**config.mk**
```make
export PLATFORM = sky130hd
export DESIGN_NAME = edge_pulse_sync_n
export DESIGN_NICKNAME = d
export VERILOG_FILES = /design/src/rtl/edge_pulse_sync_n.sv
export SDC_FILE = /design/constraint.sdc
export NUM_CORES = 1
export LEC_CHECK = 0
export CORE_AREA = 2 2 39 41
export DETAILED_ROUTE_END_ITERATION = 8
export DIE_AREA = 0 0 41 43
export GPL_TIMING_DRIVEN = 0
export PLACE_DENSITY = 0.41
export SYNTH_ARGS = -nofsm -noshare
export SYNTH_HDL_FRONTEND = slang
export SYNTH_SLANG_ARGS = --single-unit
```
**constraint.sdc**
```tcl
create_clock -name clk -period 2.3 [get_ports clk]
set_input_delay 0.345 -clock clk [delete_from_list [all_inputs] [get_ports clk]]
set_output_delay 0.345 -clock clk [all_outputs]
set_load 0.02 [all_outputs]
```
**src/rtl/edge_pulse_sync_n.sv**
```systemverilog
// edge_pulse_sync_n: per-channel pad conditioner.
// Performs synchronising, glitch filtering and edge-pulse generation.
// Ports:
//   clk    system clock
//   nRst   asynchronous active-low reset
//   i      raw asynchronous inputs, one bit per channel
//   mode   edge select for q: 00 none, 01 rise, 10 fall, 11 both
//   level  filtered, synchronised level
//   rise   one-cycle pulse on each filtered 0->1 transition
//   fall   one-cycle pulse on each filtered 1->0 transition
//   q      one-cycle event pulse, selected by mode
module edge_pulse_sync_n #(
  parameter int WIDTH       = 1,
  parameter int SYNC_STAGES = 2,
  parameter int FILT_CNT    = 1
) (
  input  logic             clk,
  input  logic             nRst,
  input  logic [WIDTH-1:0] i,
  input  logic [1:0]       mode,
  output logic [WIDTH-1:0] level,
  output logic [WIDTH-1:0] rise,
  output logic [WIDTH-1:0] fall,
  output logic [WIDTH-1:0] q
);

  localparam int CW = $clog2(FILT_CNT) + 1;
  localparam logic [CW-1:0] CNT_MAX = CW'(FILT_CNT - 1);

  logic [WIDTH-1:0][SYNC_STAGES-1:0] sync_q;
  logic [WIDTH-1:0][SYNC_STAGES-1:0] sync_d;
  logic [WIDTH-1:0][CW-1:0]          cnt_q;
  logic [WIDTH-1:0][CW-1:0]          cnt_d;

  logic [WIDTH-1:0] s;
  logic [WIDTH-1:0] level_q;
  logic [WIDTH-1:0] level_d;
  logic [WIDTH-1:0] rise_q;
  logic [WIDTH-1:0] rise_d;
  logic [WIDTH-1:0] fall_q;
  logic [WIDTH-1:0] fall_d;
  logic [WIDTH-1:0] q_q;
  logic [WIDTH-1:0] q_d;

  always_comb begin
    sync_d  = sync_q;
    cnt_d   = '0;
    level_d = level_q;
    s       = '0;
    for (int n = 0; n < WIDTH; n++) begin
      sync_d[n] = {sync_q[n][SYNC_STAGES-2:0], i[n]};
      s[n]      = sync_q[n][SYNC_STAGES-1];
      // Any cycle with s==level drops the count back to zero,
      // so short deviations never add up.
      if (s[n] != level_q[n]) begin
        if (cnt_q[n] == CNT_MAX) begin
          level_d[n] = s[n];
        end else begin
          cnt_d[n] = cnt_q[n] + 1'b1;
        end
      end
    end
    rise_d = level_d & ~level_q;
    fall_d = ~level_d & level_q;
    q_d    = ({WIDTH{mode[0]}} & rise_d)
           | ({WIDTH{mode[1]}} & fall_d);
  end

  always_ff @(posedge clk or negedge nRst) begin
    if (!nRst) begin
      sync_q  <= '0;
      cnt_q   <= '0;
      level_q <= '0;
      rise_q  <= '0;
      fall_q  <= '0;
      q_q     <= '0;
    end else begin
      sync_q  <= sync_d;
      cnt_q   <= cnt_d;
      level_q <= level_d;
      rise_q  <= rise_d;
      fall_q  <= fall_d;
      q_q     <= q_d;
    end
  end

  assign level = level_q;
  assign rise  = rise_q;
  assign fall  = fall_q;
  assign q     = q_q;

endmodule

```
==> results.cfg <==
[grt]
grt_max_degree = 7
grt_usage_pct = 5.25
grt-ovfl-total = 0
grt_pass1_vias = 127
grt_first_pass_wirelength_um = 510
grt_antenna_before_repair = 0

[setup_path]
crit_type = reg2out
required_ns = 1.96
cp.arrival_ns = 1.20
crit_family = buffers and inverters
crit_slowest_cell = clkdlybuf4s50_1
crit_path_max_fanout = 3
startpoint_type = register
end_kind = output port
critPathBufInv = 1
crit_chain = clkdlybuf4s50_1
cpPeakStageDelay_ns = 0.61

[synth]
postSynthCellCount = 10
yosysSeqAreaShare_pct = 82.8
ys.warnings.count = 0
synth_seq_cells = 6
synth.cell_area_um2 = 181
synth.net_count = 15
ys_types = 5
avgSynthCellArea_um2 = 18.1
post-synth-top-area-fraction_pct = 82.8
synthTopCellsByArea = dfrtp_1 83%, and2b_4 5.5%, a22o_1 4.8%
synth_top_cell_by_area = dfrtp_1

[finish]
nets = 28
area_growth_pct = 67.6
antennaDiodeCount = 0
drive_above_1_share_pct = 23.8

[sta]
max_slew.worst_pin.slew_ns = 0.258
fmax_mhz = 645
worst_hold_slack_ns = 0.335
hold_viol = 0
setup_tns_ns = 0
final-setup-viol-count = 0
post-route-period-util_pct = 67.4
finClkSkew_ns = 0.00322
relSlewSlack_pct = 82.7
fin_crit_ns = 1.55
drv_slew = 0
rsz0062_at_grt = false

[power]
p_per_area_nw_per_um2 = 773
pwr-share-seq_pct = 48.4
vdd_drop_max_mv = 0.323
power_switching_mw = 0.0489
p_leak_nw = 0.131
switching_share_pct = 20.8
p_int_mw = 0.186
combPwrFrac_pct = 11.0
pwr-share-clk_pct = 40.6

[die]
initial_core_util_pct = 13.1
core_area_um2 = 1380
num_rows = 14
fp.dieW_um = 41
die-height_um = 43
io_pins = 9
die_area_um2 = 1760

[hold_path]
hp-class = in2async

[drt]
drcViolationCount = 0
avgViaCountPerCell = 3.24
vias = 120
wl_per_cell_um = 8.84
drtPass1Iterations = 4
wl_um = 327
first_iter_violations = 2
final_antenna_net_count = 0

[job]
drv_cap = 0

[clocking]
numCtsBuffers = 3
cts_tree = built
clk_pin_slew_ns = 0.04
cts_sinks = 6
cts_setup_buffers = 0
cts-root-buf = clkbuf_4
cts_resized = 0
cts_buffer_depth = 2
clk-insertion-delay-late_ns = 0.24
hold_buffers = 0
cts.htree.levels = 1

[placed_design]
gp_congestion = 0.573
port_buffers = 8

[status]
status = completed
## placed cells by master (no fill, tap or decap)
cell type / count
nor2b_2: 1
clkbuf_1: 1
and2b_4: 1
clkdlybuf4s50_1: 8
dfrtp_1: 6
clkbuf_4: 3
a22o_1: 1
## state kept, by name, summed over array words and instances, names as in the netlist
signal and flops:
rise 1, level 1, sync_q 2, fall 1, q 1
## final timing paths
path,startpoint,end,slack (ns),cells past startpoint
max,level,level,0.75,1
min,nRst,fall,0.33,1
max reg2reg,level,q,1.43,2
min reg2reg,sync_q[0],sync_q[1],0.35,0
max in group asynchronous,nRst,sync_q[0],1.76,1
min in group clk,sync_q[0],sync_q[1],0.35,0
## logic make-up (layout without fill, tap and decap cells)
family / count (synthesis) / after routing / synth area share [%]
flops: 6 / 6 / 82.8
simple gates: 2 / 2 / 10.3
compound gates: 1 / 1 / 4.83
buf+inv: 1 / 12 / 2.07
## power by group through the flow
stage	clock [mW]	combinational, mW	sequential, mW
after floorplan	0	0.00423	0.120
after global placement	0	0.0260	0.115
after detailed placement	0	0.0261	0.115
after CTS	0.101	0.0263	0.114
after global routing	0.107	0.0280	0.114
final	0.0953	0.0259	0.114
## metal layers
metal  vias to the layer above  GRT usage, %  share of wire (%)
li1                         53             -                  -
met1                        54          3.93                 42
met2                        11          5.94                 35
met3                         2          7.85                 20
met4                         0          4.00                2.8
met5                         -             0                  0
## per-stage QoR
step           std cells  utilization, %  area [um2]  power, mW  setup WS, ns
4_1_cts               37            22.0         304      0.241         0.740
6_report              37            22.0         304      0.235         0.751
5_1_grt               37            22.0         304      0.250         0.715
3_3_place_gp          34            20.3         282      0.141          1.02
3_5_place_dp          34            20.3         282      0.142          1.01
2_1_floorplan         10               -         181      0.125          1.36
## synthesized netlist by cell type (all sizes together)
master,n
a22o,1
dfrtp,6
nor2b,1
and2b,1
clkbuf,1
## final cells by class
class                           count  area, um2
Fill cell                         148       1080
Sequential cell                     6        150
Timing Repair Buffer                8       80.1
Multi-Input combinational cell      3       27.5
Clock buffer                        3       22.5
Tap cell                           16       20.0
Buffer                              1       3.75
(Power assumes the default switching activity.)
